`src/rtl/flb_sdm_pkg.sv`:
```
// Shared types and helpers for the MASH 1-1-1 sigma-delta modulator.
//   sdm_order_e : run-time order select (index 0 = 1st order)
//   sdm_ofs     : offset-binary mid-code for a given maximum order
//   thrm_enc    : LSB-first thermometer encoding of a code
//   OUT_W/THRM_W: output widths for the default three-stage build
package flb_sdm_pkg;

    typedef enum logic [1:0] {
        SDM_ORD1 = 2'd0,
        SDM_ORD2 = 2'd1,
        SDM_ORD3 = 2'd2
    } sdm_order_e;

    localparam int OUT_W    = 3;
    localparam int THRM_W   = (1 << OUT_W) - 1;
    localparam int THRM_MAX = 64;

    function automatic int sdm_ofs(input int max_order);
        return (1 << (max_order - 1)) - 1;
    endfunction

    // Returns 'code' ones starting at bit 0, limited to 'width' bits.
    function automatic logic [THRM_MAX-1:0] thrm_enc(input int code, input int width);
        logic [THRM_MAX-1:0] v;
        v = '0;
        for (int i = 0; i < THRM_MAX; i++) begin
            if (i < code && i < width) v[i] = 1'b1;
        end
        return v;
    endfunction

endpackage

```
`src/rtl/sdm_acc_stage.sv`:
```
// One MASH accumulator stage: modulo-2^DATA_W accumulator with carry out
// and two cycles of carry history.
// Ports:
//   nsh_clk, nsh_rst : clock, async active-high reset
//   clear            : synchronous clear of accumulator and history
//   freeze           : hold accumulator and history (clear wins)
//   addend, cin      : value and carry-in added this cycle
//   sum_nxt, carry   : combinational next sum and carry (feed next stage)
//   c_z1, c_z2       : carry delayed by one and two updates
module sdm_acc_stage
    import flb_sdm_pkg::*;
#(
    parameter int DATA_W = 8
) (
    input  logic              nsh_clk,
    input  logic              nsh_rst,
    input  logic              clear,
    input  logic              freeze,
    input  logic [DATA_W-1:0] addend,
    input  logic              cin,
    output logic [DATA_W-1:0] sum_nxt,
    output logic              carry,
    output logic              c_z1,
    output logic              c_z2
);

    logic [DATA_W-1:0] s_q;

    assign {carry, sum_nxt} = {1'b0, s_q} + {1'b0, addend} + (DATA_W+1)'(cin);

    always_ff @(posedge nsh_clk or posedge nsh_rst) begin
        if (nsh_rst) begin
            s_q  <= '0;
            c_z1 <= 1'b0;
            c_z2 <= 1'b0;
        end else if (clear) begin
            s_q  <= '0;
            c_z1 <= 1'b0;
            c_z2 <= 1'b0;
        end else if (!freeze) begin
            s_q  <= sum_nxt;
            c_z1 <= carry;
            c_z2 <= c_z1;
        end
    end

endmodule

```
`src/rtl/sdm_mash_param.sv`:
```
// Parametrised MASH 1-1-1 sigma-delta modulator for the fractional divider.
// Ports:
//   nsh_clk, nsh_rst : clock, async active-high reset
//   os_data          : unsigned fraction input
//   sdm_on           : 1 = modulate, 0 = hold cleared with mid-code output
//   sdm_order        : 0/1/2 = 1st/2nd/3rd order, larger values clamp to max
//   sdm_dither_en    : LFSR bit as carry-in of the first accumulator
//   sdm_man_on/val   : manual override of os_bin (accumulators frozen)
//   sdm_thrm_en      : enable thermometer output
//   os_bin           : offset-binary output code
//   os_thrm          : LSB-first thermometer copy of os_bin
module sdm_mash_param
    import flb_sdm_pkg::*;
#(
    parameter int DATA_W    = 8,
    parameter int MAX_ORDER = 3,
    parameter int DITHER_EN = 1
) (
    input  logic                        nsh_clk,
    input  logic                        nsh_rst,
    input  logic [DATA_W-1:0]           os_data,
    input  logic                        sdm_on,
    input  logic [1:0]                  sdm_order,
    input  logic                        sdm_dither_en,
    input  logic                        sdm_man_on,
    input  logic [MAX_ORDER-1:0]        sdm_man_val,
    input  logic                        sdm_thrm_en,
    output logic [MAX_ORDER-1:0]        os_bin,
    output logic [(1<<MAX_ORDER)-2:0]   os_thrm
);

    localparam int         BIN_W   = MAX_ORDER;
    localparam int         THRM_N  = (1 << MAX_ORDER) - 1;
    localparam int         YW      = MAX_ORDER + 2;
    localparam int         OFS     = sdm_ofs(MAX_ORDER);
    localparam logic [1:0] ORD_MAX = 2'(MAX_ORDER - 1);

    logic       dith_bit;
    sdm_order_e order_q;
    sdm_order_e ord_eff;
    logic       clr;

    // LFSR x^15 + x^14 + 1, runs whenever the modulator is on
    if (DITHER_EN != 0) begin : g_lfsr
        logic [14:0] lfsr_q;
        always_ff @(posedge nsh_clk or posedge nsh_rst) begin
            if (nsh_rst)     lfsr_q <= 15'h0001;
            else if (sdm_on) lfsr_q <= {lfsr_q[13:0], lfsr_q[14] ^ lfsr_q[13]};
        end
        assign dith_bit = lfsr_q[0] & sdm_dither_en;
    end else begin : g_no_lfsr
        assign dith_bit = 1'b0;
    end

    assign ord_eff = (sdm_order > ORD_MAX) ? sdm_order_e'(ORD_MAX) : sdm_order_e'(sdm_order);
    // An order change costs one clearing edge so the new loop starts from zero
    assign clr     = !sdm_on || (ord_eff != order_q);

    // Stages chain on next-sums; positions above MAX_ORDER read as zero
    logic [DATA_W-1:0] chain [0:MAX_ORDER];
    logic [2:0]        c, cz1, cz2;
    logic [DATA_W-1:0] sum_unused;
    logic [2:0]        hist_unused;

    assign chain[0]   = os_data;
    assign sum_unused = chain[MAX_ORDER];

    for (genvar i = 0; i < 3; i++) begin : g_stage
        if (i < MAX_ORDER) begin : g_on
            sdm_acc_stage #(.DATA_W(DATA_W)) u_stage (
                .nsh_clk (nsh_clk),
                .nsh_rst (nsh_rst),
                .clear   (clr),
                .freeze  (sdm_man_on),
                .addend  (chain[i]),
                .cin     ((i == 0) ? dith_bit : 1'b0),
                .sum_nxt (chain[i+1]),
                .carry   (c[i]),
                .c_z1    (cz1[i]),
                .c_z2    (cz2[i])
            );
        end else begin : g_off
            assign c[i]   = 1'b0;
            assign cz1[i] = 1'b0;
            assign cz2[i] = 1'b0;
        end
    end

    // Histories that the noise-cancel sum does not need
    assign hist_unused = {cz1[0], cz2[1], cz2[0]};

    logic signed [YW-1:0] y;
    logic [BIN_W-1:0]     bin_d;
    logic [THRM_N-1:0]    thrm_d;

    always_comb begin
        y = YW'(c[0]);
        if (order_q >= SDM_ORD2) y = y + YW'(c[1]) - YW'(cz1[1]);
        if (order_q >= SDM_ORD3) y = y + YW'(c[2]) - YW'({cz1[2], 1'b0}) + YW'(cz2[2]);

        if (clr)             bin_d = BIN_W'(OFS);
        else if (sdm_man_on) bin_d = sdm_man_val;
        else                 bin_d = BIN_W'(y + YW'(OFS));

        thrm_d = sdm_thrm_en ? THRM_N'(thrm_enc(int'(bin_d), THRM_N)) : '0;
    end

    always_ff @(posedge nsh_clk or posedge nsh_rst) begin
        if (nsh_rst) begin
            order_q <= SDM_ORD1;
            os_bin  <= BIN_W'(OFS);
            os_thrm <= '0;
        end else begin
            order_q <= ord_eff;
            os_bin  <= bin_d;
            os_thrm <= thrm_d;
        end
    end

endmodule

```
`config.mk`:
```
export PLATFORM = sky130hd
export DESIGN_NAME = sdm_mash_param
export DESIGN_NICKNAME = d
export VERILOG_FILES = /design/src/rtl/flb_sdm_pkg.sv /design/src/rtl/sdm_acc_stage.sv /design/src/rtl/sdm_mash_param.sv
export SDC_FILE = /design/constraint.sdc
export NUM_CORES = 1
export LEC_CHECK = 0
export ABC_CLOCK_PERIOD_IN_PS = 8400
export CAP_MARGIN = 20
export CORE_MARGIN = 1
export CORE_UTILIZATION = 40
export DETAILED_ROUTE_END_ITERATION = 10
export GPL_TIMING_DRIVEN = 1
export SYNTH_ARGS = -nofsm -noshare
export SYNTH_HDL_FRONTEND = slang
export SYNTH_SLANG_ARGS = --single-unit
```
`constraint.sdc`:
```
create_clock -name nsh_clk -period 8.4 [get_ports nsh_clk]
set_clock_uncertainty 0.2 [all_clocks]
set_input_delay 0.84 -clock nsh_clk [delete_from_list [all_inputs] [get_ports nsh_clk]]
set_output_delay 0.84 -clock nsh_clk [all_outputs]
set_load 0.01 [all_outputs]
```
* Word level (Yosys, flattened, before mapping) *
Index checks and enable logic that the tools add are counted.

word-level totals
  register bits after elaboration = 54
  input port bits = 19
  output and inout bits = 10

cells by class
  add/subtract/negate cells = 10
  magnitude comparators = 10
  equality and inequality tests = 2
  multiplexer cells = 25
  bitwise gates (word level) = 2
  reductions and logical operators = 2

operators with widths
  cell                   number
  $mux W8                6
  $add A8 B8 Y9          3
  $mux W1                13
  $mux W3                4
  $add A9 B1 Y9          1
  $lt A3 B3 Y1 const A   3
  $mux W7                1
  $add A3 B1 Y3          2
  $lt A1 B3 Y1 const A   2
  $lt A2 B3 Y1 const A   2
  $add A3 B3 Y3 const B  1
  $sub A2 B1 Y3          1
  $sub A3 B2 Y3          1
  $add A1 B1 Y2          1
  $ge A2 B1 Y1 const B   1
  $ge A2 B2 Y1 const B   1
  $gt A2 B2 Y1 const B   1
  $mux W2                1
  $ne A2 B1 Y1 const B   1
  $ne A2 B2 Y1           1
  $and A1 B1 Y1          1
  $logic_not A1 Y1       1
  $logic_or A1 B1 Y1     1
  $xor A1 B1 Y1          1

* Depth between registers and ports, before layout *
Gate-level depths: netlist (run 1).

  word-level depth = 16
  mapped depth = 28
  gate-level depth less buffers = 28

* By module *
Synthesis (run 1) repeated with hierarchy kept, for this count alone.

second synthesis, totals
  cell total of the unflattened synthesis = 365
  area, all modules = 3718.6 sq um

modules (own cells, without submodules)
  module          times used  cells each  area each (sq um)  seq. area each (sq um)
  sdm_acc_stage   3           84          789.5              250.2
  sdm_mash_param  1           113         1350.0             679.4

* Worst setup path before layout (run 1) *
Ideal clock, no wire load.

  path type = input-to-reg
  from = input port os_data[0]
  to = register os_thrm[6]
  arrival = 5855 ps
  required time = 8113 ps
  setup slack = 2258 ps
  cell stages on the path = 27
  cell sequence = inv_1 fa_1 fa_1 nor2b_1 o21ai_0 a21oi_1 ha_1 o21a_1 o31a_1 o21ai_0 nand2_1 xor2_1 ha_1 o21a_1 o31a_1 or2_2 fa_1 inv_1 ha_1 inv_1 a21oi_1 ha_1 xnor2_1 xnor2_1 a2111oi_4 nand2_2 a211oi_2

between the ends
  cells in the longest elaborated chain, start to end = 16

ends and longest elaborated chain
  item                    line                   RTL
  start: declaration      sdm_mash_param.sv:21   input logic [DATA_W-1:0] os_data,
  $add A8 B8 Y9 (*)       sdm_acc_stage.sv:29    assign {carry, sum_nxt} = {1'b0, s_q} + {1'b0, addend} + (DATA_W+1)'(cin);
  $add A9 B1 Y9 (*)       sdm_acc_stage.sv:29
  $add A8 B8 Y9           sdm_acc_stage.sv:29
  $add A1 B1 Y2           sdm_mash_param.sv:98   if (order_q >= SDM_ORD2) y = y + YW'(c[1]) - YW'(cz1[1]);
  $sub A2 B1 Y3           sdm_mash_param.sv:98
  $mux W3                 sdm_mash_param.sv:98
  $add A3 B1 Y3           sdm_mash_param.sv:99   if (order_q >= SDM_ORD3) y = y + YW'(c[2]) - YW'({cz1[2], 1'b0}) + YW'(cz2[2]);
  $sub A3 B2 Y3           sdm_mash_param.sv:99
  [... 2 more ...]        -
  $add A3 B3 Y3 (*)       sdm_mash_param.sv:103  else bin_d = BIN_W'(y + YW'(OFS));
  $mux W3 (*)             sdm_mash_param.sv:102  else if (sdm_man_on) bin_d = sdm_man_val;
  $mux W3 (*)             sdm_mash_param.sv:101  if (clr) bin_d = BIN_W'(OFS);
  net bin_d[2]            sdm_mash_param.sv:93   logic [BIN_W-1:0] bin_d;
  $lt A3 B3 Y1 (*)        flb_sdm_pkg.sv:27      if (i < code && i < width) v[i] = 1'b1;
  $mux W1 (*)             flb_sdm_pkg.sv:27
  $mux W7 (*)             sdm_mash_param.sv:105  thrm_d = sdm_thrm_en ? THRM_N'(thrm_enc(int'(bin_d), THRM_N)) : '0;
  net thrm_d[6]           sdm_mash_param.sv:94   logic [THRM_N-1:0] thrm_d;
  end signal: assignment  sdm_mash_param.sv:116  os_thrm <= thrm_d;
  end: declaration        sdm_mash_param.sv:29   output logic [(1<<MAX_ORDER)-2:0] os_thrm

The timed path passes the listed nets; every way through them passes the cells marked *.
A chain may end at the register's enable or synchronous reset.

* Final worst setup path (run 1) *
Same ends and word-level chain as after synthesis.

==> impl_metrics.env, run 1 <==
export IMPL_cp_buffers_inverters=4
export IMPL_internal_power_uw=499.0
export IMPL_clkLatencyLatePin_ns=0.31
export IMPL_cell_row_count=33
export IMPL_tightest_slew_ns=0.7118
export IMPL_fin_nets=426
export IMPL_power_static_leakage_nw=1.805
export IMPL_status="finished clean"
export IMPL_critPathArrivalTime_ns=6.83
export IMPL_detailedRoute_firstIterationViolations=75
export IMPL_drv_slew=0
export IMPL_synth_edff_count=0
export IMPL_diodes=0
export IMPL_floorplan_die_height_um=94.63
export IMPL_p_seq_share_pct=46.6
export IMPL_initial_core_utilization_pct=41.56
export IMPL_timing_critical_path_max_delay_family="adder cells"
export IMPL_worst_endpoint_required_ns=8.43
export IMPL_start_kind="input port"
export IMPL_fp_coreArea_mm2=0.008258
export IMPL_groute_usage_overall_pct=16.44
export IMPL_irDropWorstVdd_mv=0.1091
export IMPL_min_delay_path_class="flop to flop"
export IMPL_port_buffers=28
export IMPL_clkSinkCount=54
export IMPL_post_cts_repair_setup_buffers=0
export IMPL_final_layout_size_suffix_gt1_share_pct=10.46
export IMPL_io_pins=29
export IMPL_dominantRegCellSynth="sky130_fd_sc_hd__dfrtp_1"
export IMPL_dr_total_vias=2515
export IMPL_leading_cell_types_in_the_layout_fill_and_taps_excluded="51 x sky130_fd_sc_hd__dfrtp_1, 30 x sky130_fd_sc_hd__nor2_1, 30 x sky130_fd_sc_hd__ha_1"
export IMPL_swShare_pct=29.87
export IMPL_synth_avg_cell_area_um2=9.891
export IMPL_post_cts_hold_buffer_count=0
export IMPL_floorplan_die_width_um=94.63
export IMPL_dp_final_hpwl_um=4666
export IMPL_setup_repair_after_global_routing_missed_its_margin="false"
export IMPL_power_frac_comb_pct=28.6
export IMPL_max_cap_viol_count=0
export IMPL_totalNegativeSetupSlack_ns=0
export IMPL_grt_remaining_overflow=0
export IMPL_fillerInstances=795
export IMPL_post_syn_area_mm2=0.003432
export IMPL_wl_per_cell_um=14.04
export IMPL_syn_inst=347
export IMPL_syn_num_nets=401
export IMPL_synth_warnings=0
export IMPL_first_global_vias=2479
export IMPL_cts_root_buffer_cell="sky130_fd_sc_hd__clkbuf_8"
export IMPL_fin_crit_ns=6.800
export IMPL_yosys_cell_types_count=56
export IMPL_h_tree_levels=2
export IMPL_cts_resized_gates=0
export IMPL_final_util_pct=47.41
export IMPL_critical_path_max_stage_delay_ns=0.46
export IMPL_fin_crit_sh_pct=80.95
export IMPL_hold_ws_ns=0.3083
export IMPL_antenna_found_initial=0
export IMPL_critical_path_slowest_cell="sky130_fd_sc_hd__fa_1"
export IMPL_mostFrequentLayoutCell="sky130_fd_sc_hd__dfrtp_1"
export IMPL_drc_errors=0
export IMPL_share_clk_of_total_power_pct=24.9
export IMPL_synth_yosys_seq_area_share_pct=39.48
export IMPL_cts_made_buffers=5
export IMPL_finalHoldViolations=0
export IMPL_ys_ff_latch=54
export IMPL_p_per_area_mw_per_mm2=181.8
export IMPL_routed_wire_length_um=6709
export IMPL_gp_congestion=0.8164
export IMPL_ant_nets=0
export IMPL_maxClockFrequency_mhz=147.1
export IMPL_largest_net_degree_at_the_start_of_global_routing=55
export IMPL_asyncSetResetFlopFracSynth_pct=100.0
export IMPL_area_delta_synth_final_pct=14.07
export IMPL_setup_viol=0
export IMPL_p_switching_uw=212.6
export IMPL_critical_path_top_cell_by_count="sky130_fd_sc_hd__ha_1"
export IMPL_path_class="input port to flop"
export IMPL_detail_route_first_pass_iterations=4
export IMPL_cts_tree="done"
export IMPL_endpoint_kind="flop"
export IMPL_detail_route_vias_per_cell=5.262
export IMPL_grt_pass1_wl_um=11510
export IMPL_worstPathMaxFanout=5
export IMPL_dieArea_mm2=0.008955
export IMPL_timing_slew_headroom_pct=52.40
export IMPL_cts_buffer_depth=2
export IMPL_design_power_total_uw=711.6
export IMPL_clk_pin_slew_worst_paths_ns=0.10
## kinds of logic (layout without fill, tap and decap cells)
family,count (synthesis),in the layout,share of synthesized area (%)
AOI/OAI and AO/OA,88,88,17.83
xor gates and xnor gates,16,16,4.083
adders and majority gates,35,35,13.85
buffers and inverters,44,70,5.177
DFF,54,54,39.48
muxes,22,22,6.963
and+or+nand+nor,88,88,12.61
## per-stage QoR
| step | std cells | cell area, µm² | setup WS, ns |
|---|---|---|---|
| final | 478 | 3915 | 1.600 |
| after CTS | 478 | 3915 | 1.591 |
| after global placement | 470 | 3805 | 1.395 |
| after detailed placement | 470 | 3805 | 1.308 |
| after global routing | 478 | 3915 | 1.177 |
| after floorplan | 347 | 3432 | 2.258 |
## sequential cells by signal, summed over array words and instances, names as in the netlist
signal                     cells
os_thrm                        7
g_stage.g_on.u_stage.s_q      24
g_stage.g_on.u_stage.c_z1      2
order_q                        2
os_bin                         3
g_lfsr.lfsr_q                 15
g_stage.g_on.u_stage.c_z2      1
## layout make-up
cell class	instances	area, µm²	share of cell area [%]
Multi-Input combinational cell	249	1899	48.51
Tap cell	105	131.4	3.356
Clock inverter	2	37.54	0.9588
Timing Repair Buffer	31	302.8	7.734
Inverter	31	116.4	2.972
Sequential cell	54	1355	34.61
Clock buffer	6	72.57	1.854
## synthesized netlist by cell type (all sizes together), types with 2 or more instances
cell type	count	area, µm²
nor3	3	15.01
o21a	5	37.54
o221ai	3	26.28
a31oi	4	25.02
mux2	15	168.9
a2111o	3	33.78
nand3	9	45.04
o21ai	17	85.08
a21oi	27	138.9
fa	5	100.1
buf	8	42.54
nand2	20	77.58
nor2	30	112.6
xnor2	11	96.34
or4	2	15.01
nor2b	7	43.79
a21boi	2	15.01
nor3b	2	20.02
o211ai	3	22.52
a211oi	6	55.05
o31a	5	45.04
mux2i	7	70.07
ha	30	375.4
dfstp	3	78.83
inv	30	112.6
clkbuf	5	18.77
and3	2	12.51
dfrtp	51	1276
nand3b	2	15.01
a21o	4	30.03
xor2	5	43.79
nand2b	4	25.02
## worst paths after layout
path,cells past startpoint,start,slack [ns],end
worst max register to register,27,g_lfsr.lfsr_q[0],2.05,os_thrm[6]
max in group asynchronous,3,nsh_rst,6.69,g_stage[1].g_on.u_stage.s_q[2]
worst max-delay path,28,os_data[0],1.60,os_thrm[6]
worst min register to register,1,g_lfsr.lfsr_q[5],0.31,g_lfsr.lfsr_q[6]
min in group asynchronous,3,nsh_rst,0.85,g_lfsr.lfsr_q[7]
worst min-delay path,1,g_lfsr.lfsr_q[5],0.31,g_lfsr.lfsr_q[6]
## power groups by stage
stage | sequential (mW) | clock, mW | combinational, mW
6_report | 0.331 | 0.177 | 0.203
3_3_place_gp | 0.335 | 0 | 0.201
2_1_floorplan | 0.329 | 0 | 0.160
3_5_place_dp | 0.337 | 0 | 0.204
5_1_grt | 0.337 | 0.193 | 0.231
4_1_cts | 0.332 | 0.185 | 0.206
## per-layer routing
metal  share of wire [%]  GRT usage [%]  routed length [µm]  up-vias
li1                    -              -                   -     1272
met1                  51          21.56                3411     1200
met2                  45          27.64                3024       35
met3                 2.5          2.415                 169        8
met4                 1.6          5.556                 104        0
met5                   0              0                   0        -
Power figures use the tool's default switching activity.
==> run 2: changes to the inputs <==
Settings changed: ABC_CLOCK_PERIOD_IN_PS 8400 to 6800.
Clock period 8.4 ns to 6.8 ns, I/O delays scaled along.
==> run 2 against run 1 <==
Utilization up 2.0 points. First-iteration DRC count up 110%. Sequential share of layout area down 1.4 points. Critical path depth down 2. Worst hold slack worse by 0.0047 ns. Highest routed layer unchanged. Largest cell class unchanged. Clock power up 28%. Routed wire length up 2.0%. Sequential power up 23%. Clock-buffer cell count down 1. Critical path type unchanged. Cell area up 4.1%. Largest power group unchanged. Cell count up 3.1%. Via count up 1.4%.
==> impl_metrics.env, run 2 (synthesis results as in run 1) <==
export IMPL_largest_net_degree_at_the_start_of_global_routing=55
export IMPL_critPathArrivalTime_ns=6.38
export IMPL_detailedRoute_firstIterationViolations=156
export IMPL_clk_pin_slew_worst_paths_ns=0.11
export IMPL_ant_nets=0
export IMPL_cts_buffer_depth=2
export IMPL_maxClockFrequency_mhz=157.5
export IMPL_floorplan_die_width_um=94.63
export IMPL_dieArea_mm2=0.008955
export IMPL_detailed_place_area_mm2=0.003895
export IMPL_drv_slew=0
export IMPL_setup_repair_after_global_routing_missed_its_margin="false"
export IMPL_max_cap_viol_count=0
export IMPL_tightest_slew_ns=0.7356
export IMPL_groute_usage_overall_pct=15.96
export IMPL_start_kind="input port"
export IMPL_grt_remaining_overflow=0
export IMPL_gp_congestion=0.8142
export IMPL_fin_nets=441
export IMPL_registers_top_by_ff_count="g_stage.g_on.u_stage.s_q"
export IMPL_initial_core_utilization_pct=41.56
export IMPL_fp_coreArea_mm2=0.008258
export IMPL_dp_final_hpwl_um=4748
export IMPL_grt_pass1_wl_um=11230
export IMPL_mostFrequentLayoutCell="sky130_fd_sc_hd__dfrtp_1"
export IMPL_setup_viol=0
export IMPL_layout_cell_area_non_filler_mm2=0.004076
export IMPL_fin_crit_sh_pct=93.35
export IMPL_worst_endpoint_required_ns=6.83
export IMPL_wl_per_cell_um=13.88
export IMPL_clkLatencyLatePin_ns=0.31
export IMPL_fin_crit_ns=6.348
export IMPL_cts_made_buffers=5
export IMPL_endpoint_kind="flop"
export IMPL_cts_tree="done"
export IMPL_reg_top3="g_stage.g_on.u_stage.s_q (24), g_lfsr.lfsr_q (15), os_thrm (7)"
export IMPL_worstPathMaxFanout=5
export IMPL_leading_cell_types_in_the_layout_fill_and_taps_excluded="51 x sky130_fd_sc_hd__dfrtp_1, 30 x sky130_fd_sc_hd__nor2_1, 29 x sky130_fd_sc_hd__inv_1, 29 x sky130_fd_sc_hd__ha_1, 28 x sky130_fd_sc_hd__clkdlybuf4s50_1"
export IMPL_area_delta_synth_final_pct=18.78
export IMPL_diodes=0
export IMPL_irDropWorstVdd_mv=0.1633
export IMPL_timing_slew_headroom_pct=50.80
export IMPL_p_per_area_mw_per_mm2=224.4
export IMPL_status="finished clean"
export IMPL_antenna_found_initial=0
export IMPL_drc_errors=0
export IMPL_finalHoldViolations=0
export IMPL_h_tree_levels=2
export IMPL_min_delay_path_class="flop to flop"
export IMPL_io_pins=29
export IMPL_final_layout_size_suffix_gt1_share_pct=16.75
export IMPL_totalNegativeSetupSlack_ns=0
export IMPL_dr_total_vias=2550
export IMPL_first_global_vias=2358
export IMPL_path_class="input port to flop"
export IMPL_detail_route_first_pass_iterations=4
export IMPL_port_buffers=28
export IMPL_power_static_leakage_nw=1.895
export IMPL_cell_row_count=33
export IMPL_floorplan_die_height_um=94.63
export IMPL_routed_wire_length_um=6845
export IMPL_fillerInstances=776
export IMPL_number_of_flip_flops_in_the_largest_register=24
export IMPL_detail_route_vias_per_cell=5.172
export IMPL_clkSinkCount=54
export IMPL_cts_root_buffer_cell="sky130_fd_sc_hd__clkbuf_8"
[run 2: cell count changes in the layout (fill, tap and decap cells not counted), sizes merged]
| cell | change |
|---|---|
| clkinv | +1 |
| clkinvlp | -1 |
| buf | +15 |
| inv | +1 |
| clkbuf | -1 |
[run 2: area by class of cell]
cell class | instances | area [µm²] | share of cell area [%]
tap | 105 | 131.4 | 3.223
inverter | 31 | 116.4 | 2.855
sequential | 54 | 1355 | 33.24
clock buffer | 5 | 68.82 | 1.688
timing repair buffer | 46 | 415.4 | 10.19
clock inverter | 3 | 47.55 | 1.166
multi-input combinational | 249 | 1942 | 47.64
[run 2: report_power, final]
| part | internal [mW] | switching [mW] |
|---|---|---|
| Clock | 0.112 | 0.114 |
| Sequential | 0.379 | 0.0293 |
| Combinational | 0.148 | 0.132 |
| Total | 0.639 | 0.275 |
[run 2: path summary, 6_finish.rpt]
check	startpoint	to	slack, ns	cells past startpoint
max	os_data[0]	os_thrm[6]	0.45	26
min	g_lfsr.lfsr_q[0]	g_lfsr.lfsr_q[0]	0.30	2
max reg2reg	g_lfsr.lfsr_q[0]	os_thrm[6]	0.74	25
min reg2reg	g_lfsr.lfsr_q[0]	g_lfsr.lfsr_q[0]	0.30	2
max in group asynchronous	nsh_rst	g_stage[0].g_on.u_stage.s_q[4]	5.26	3
min in group asynchronous	nsh_rst	g_lfsr.lfsr_q[6]	0.69	3
[run 2: worst max-delay path: stages]
cell	delay (ns)
sky130_fd_sc_hd__clkdlybuf4s50_1	0.45
sky130_fd_sc_hd__inv_1	0.05
sky130_fd_sc_hd__fa_2	0.40
sky130_fd_sc_hd__fa_2	0.41
sky130_fd_sc_hd__nor2b_2	0.14
sky130_fd_sc_hd__o21ai_0	0.09
sky130_fd_sc_hd__a21oi_1	0.21
sky130_fd_sc_hd__ha_1	0.30
sky130_fd_sc_hd__nand3_1	0.12
sky130_fd_sc_hd__o221ai_2	0.12
sky130_fd_sc_hd__xor2_2	0.21
sky130_fd_sc_hd__ha_1	0.34
sky130_fd_sc_hd__a21o_1	0.22
sky130_fd_sc_hd__o31a_1	0.27
sky130_fd_sc_hd__or2_2	0.29
sky130_fd_sc_hd__fa_1	0.39
sky130_fd_sc_hd__inv_1	0.06
sky130_fd_sc_hd__ha_1	0.21
sky130_fd_sc_hd__inv_1	0.06
sky130_fd_sc_hd__a21oi_1	0.07
sky130_fd_sc_hd__ha_2	0.22
sky130_fd_sc_hd__xnor2_1	0.13
sky130_fd_sc_hd__xnor2_1	0.16
sky130_fd_sc_hd__a2111oi_4	0.42
sky130_fd_sc_hd__nand2_2	0.14
sky130_fd_sc_hd__a211oi_2	0.22
[run 2: what timing repair did]
item | in CTS | in global routing
buffers inserted | 0 | 3
hold buffers | 0 | 0
endpoints found under the hold margin | 0 | 0
endpoints found under the setup margin | 0 | 7
resized for setup | 0 | 11
[run 2: per-stage QoR]
step	std cells	hold slack (ns)	setup slack (ns)	util, %	power, mW
2_1_floorplan	347	0.2722	0.8181	-	0.6043
3_3_place_gp	482	0.2856	0.01937	47.17	0.6760
3_5_place_dp	482	0.2896	-0.08930	47.17	0.6840
4_1_cts	490	0.3058	0.2256	48.58	0.9149
5_1_grt	493	0.3279	0.03476	49.36	0.9728
6_report	493	0.3036	0.4524	49.36	0.9146
[run 2: layer usage]
layer  global-route usage (%)  up-vias  share of wire, %
li1                         -     1298                 -
met1                    22.47     1216                51
met3                    2.657        4               2.8
met2                    25.78       32                46
met5                        0        -                 0
met4                    3.283        0              0.72
==> run 3: changes to the inputs <==
Settings changed: ABC_CLOCK_PERIOD_IN_PS 6800 to default, CORE_MARGIN 1 to default, PLACE_DENSITY from default to 0.69.
==> run 3 against run 2 <==
Sequential cell count is the same. Critical path depth stayed put. Utilization decreased by 1.0 points. Clock-buffer cell count unchanged. First-iteration DRC count is 22% lower. Die area is the same. Via count grew 1.8%. Global-route usage up 0.54 points. Worst setup slack worse by 0.072 ns. Critical endpoint unchanged. Highest routed layer unchanged.
==> impl_metrics.env, run 3 (synthesis results as in run 1) <==
export IMPL_cts_made_buffers=5
export IMPL_p_per_area_mw_per_mm2=227.1
export IMPL_tightest_slew_ns=0.7006
export IMPL_critical_path_top_cell_by_count="sky130_fd_sc_hd__ha_1"
export IMPL_fillerInstances=760
export IMPL_floorplan_die_width_um=94.63
export IMPL_drc_errors=0
export IMPL_drv_slew=0
export IMPL_power_static_leakage_nw=1.848
export IMPL_irDropWorstVdd_mv=0.1092
export IMPL_gp_congestion=0.8129
export IMPL_grt_remaining_overflow=0
export IMPL_endpoint_kind="flop"
export IMPL_critical_path_slowest_cell="sky130_fd_sc_hd__fa_1"
export IMPL_cts_buffer_depth=2
export IMPL_detailedRoute_firstIterationViolations=121
export IMPL_finalNonFillerCells=485
export IMPL_groute_usage_overall_pct=16.50
export IMPL_h_tree_levels=2
export IMPL_cts_tree="done"
export IMPL_design_power_total_uw=906.8
export IMPL_routed_wire_length_um=6851
export IMPL_clkSinkCount=54
export IMPL_worst_endpoint_required_ns=6.83
export IMPL_critical_path_max_stage_delay_ns=0.46
export IMPL_cts_root_buffer_cell="sky130_fd_sc_hd__clkbuf_8"
export IMPL_detail_route_vias_per_cell=5.351
export IMPL_registers_top_by_ff_count="g_stage.g_on.u_stage.s_q"
export IMPL_path_class="input port to flop"
export IMPL_worstPathMaxFanout=5
export IMPL_hold_ws_ns=0.3137
export IMPL_cell_row_count=33
export IMPL_wl_per_cell_um=14.13
export IMPL_max_cap_viol_count=0
export IMPL_initial_core_utilization_pct=41.56
export IMPL_maxClockFrequency_mhz=155.8
export IMPL_timing_slew_headroom_pct=53.29
export IMPL_area_delta_synth_final_pct=16.33
export IMPL_cp_buffers_inverters=4
export IMPL_clkLatencyLatePin_ns=0.31
export IMPL_post_cts_hold_buffer_count=0
export IMPL_placed_cells=475
export IMPL_fp_coreArea_mm2=0.008258
export IMPL_min_delay_path_class="flop to flop"
export IMPL_timing_critical_path_max_delay_family="adder cells"
export IMPL_dieArea_mm2=0.008955
export IMPL_floorplan_die_height_um=94.63
export IMPL_antenna_found_initial=0
export IMPL_dr_total_vias=2595
export IMPL_finalHoldViolations=0
export IMPL_start_kind="input port"
export IMPL_reg_top3="g_stage.g_on.u_stage.s_q (24), g_lfsr.lfsr_q (15), os_thrm (7)"
export IMPL_fin_crit_ns=6.420
export IMPL_final_layout_size_suffix_gt1_share_pct=13.42
export IMPL_first_global_vias=2560
export IMPL_number_of_flip_flops_in_the_largest_register=24
export IMPL_clk_pin_slew_worst_paths_ns=0.11
export IMPL_setup_viol=0
export IMPL_status="finished clean"
export IMPL_leading_cell_types_in_the_layout_fill_and_taps_excluded="51 x sky130_fd_sc_hd__dfrtp_1, 30 x sky130_fd_sc_hd__nor2_1, 30 x sky130_fd_sc_hd__ha_1"
export IMPL_post_place_ws_ns=-0.04777
export IMPL_grt_pass1_wl_um=11720
export IMPL_port_buffers=28
export IMPL_dp_final_hpwl_um=4862
export IMPL_finalWorstSetupSlack_ns=0.3799
export IMPL_io_pins=29
export IMPL_diodes=0
export IMPL_largest_net_degree_at_the_start_of_global_routing=55
export IMPL_fin_nets=433
export IMPL_fin_crit_sh_pct=94.41
export IMPL_ant_nets=0
export IMPL_detail_route_first_pass_iterations=4
export IMPL_critPathArrivalTime_ns=6.45
export IMPL_mostFrequentLayoutCell="sky130_fd_sc_hd__dfrtp_1"
## run 3: per-layer routing
metal,wire (µm),part of all wire (%),track usage [%],vias up
met5,0,0,0,-
met4,33,0.48,3.409,0
met3,200,2.9,2.415,4
met2,3305,48,28.36,50
met1,3312,48,22.01,1254
li1,-,-,-,1287
## run 3: stage by stage
stage               TNS [ns]  util, %  instance area [µm²]
floorplan                  0        -                 3432
global placement           0    46.53                 3842
detailed placement  -0.04777    46.53                 3842
CTS                        0    47.95                 3960
global route        -0.05344    48.35                 3993
finish                     0    48.35                 3993
## run 3: worst register-to-register path, cell delays in order, from the launching register on
cell and delay [ns]:
sky130_fd_sc_hd__dfstp_2 0.57, sky130_fd_sc_hd__nand2_1 0.08, sky130_fd_sc_hd__fa_1 0.41, sky130_fd_sc_hd__fa_1 0.43, sky130_fd_sc_hd__nor2b_1 0.16, sky130_fd_sc_hd__o21ai_0 0.10
sky130_fd_sc_hd__a21oi_1 0.23, sky130_fd_sc_hd__ha_1 0.31, sky130_fd_sc_hd__nand3_1 0.12, sky130_fd_sc_hd__o221ai_2 0.11, sky130_fd_sc_hd__xor2_1 0.27, sky130_fd_sc_hd__ha_1 0.30
sky130_fd_sc_hd__a21o_1 0.22, sky130_fd_sc_hd__o31a_1 0.25, sky130_fd_sc_hd__or2_2 0.29, sky130_fd_sc_hd__fa_1 0.38, sky130_fd_sc_hd__inv_1 0.06, sky130_fd_sc_hd__ha_1 0.21
sky130_fd_sc_hd__inv_1 0.06, sky130_fd_sc_hd__a21oi_1 0.06, sky130_fd_sc_hd__ha_1 0.24, sky130_fd_sc_hd__xnor2_1 0.14, sky130_fd_sc_hd__xnor2_1 0.16, sky130_fd_sc_hd__a2111oi_4 0.35
sky130_fd_sc_hd__nand2_2 0.14, sky130_fd_sc_hd__a211oi_2 0.21
## run 3: layout make-up
type                       count  area, µm²  area share, %
clock buffer                   5      68.82          1.724
clock inverter                 3      48.80          1.222
inverter                      31      116.4          2.914
multi-input combinational    249       1917          48.01
sequential                    54       1355          33.94
tap                          105      131.4          3.291
timing repair buffer          38      355.3          8.900
## run 3: power breakdown
part,switching (mW),internal (mW)
logic,0.130,0.136
clock network,0.118,0.112
registers,0.0312,0.379
total,0.279,0.627
## run 3: path summary, 6_finish.rpt
kind,startpoint,to,slack (ns),cells after the start
worst max-delay path,os_data[0],os_thrm[6],0.38,26
max in group asynchronous,nsh_rst,g_stage[1].g_on.u_stage.s_q[5],5.26,3
worst max register to register,g_lfsr.lfsr_q[0],os_thrm[6],0.65,25
min in group asynchronous,nsh_rst,g_stage[0].g_on.u_stage.s_q[2],0.65,3
worst min register to register,g_lfsr.lfsr_q[2],g_lfsr.lfsr_q[2],0.31,1
worst min-delay path,g_lfsr.lfsr_q[2],g_lfsr.lfsr_q[2],0.31,1
## run 3: timing repair
item                       4_1_cts  5_1_grt
gates resized for setup          0        5
setup endpoints to repair        0        7
setup buffers                    0        2
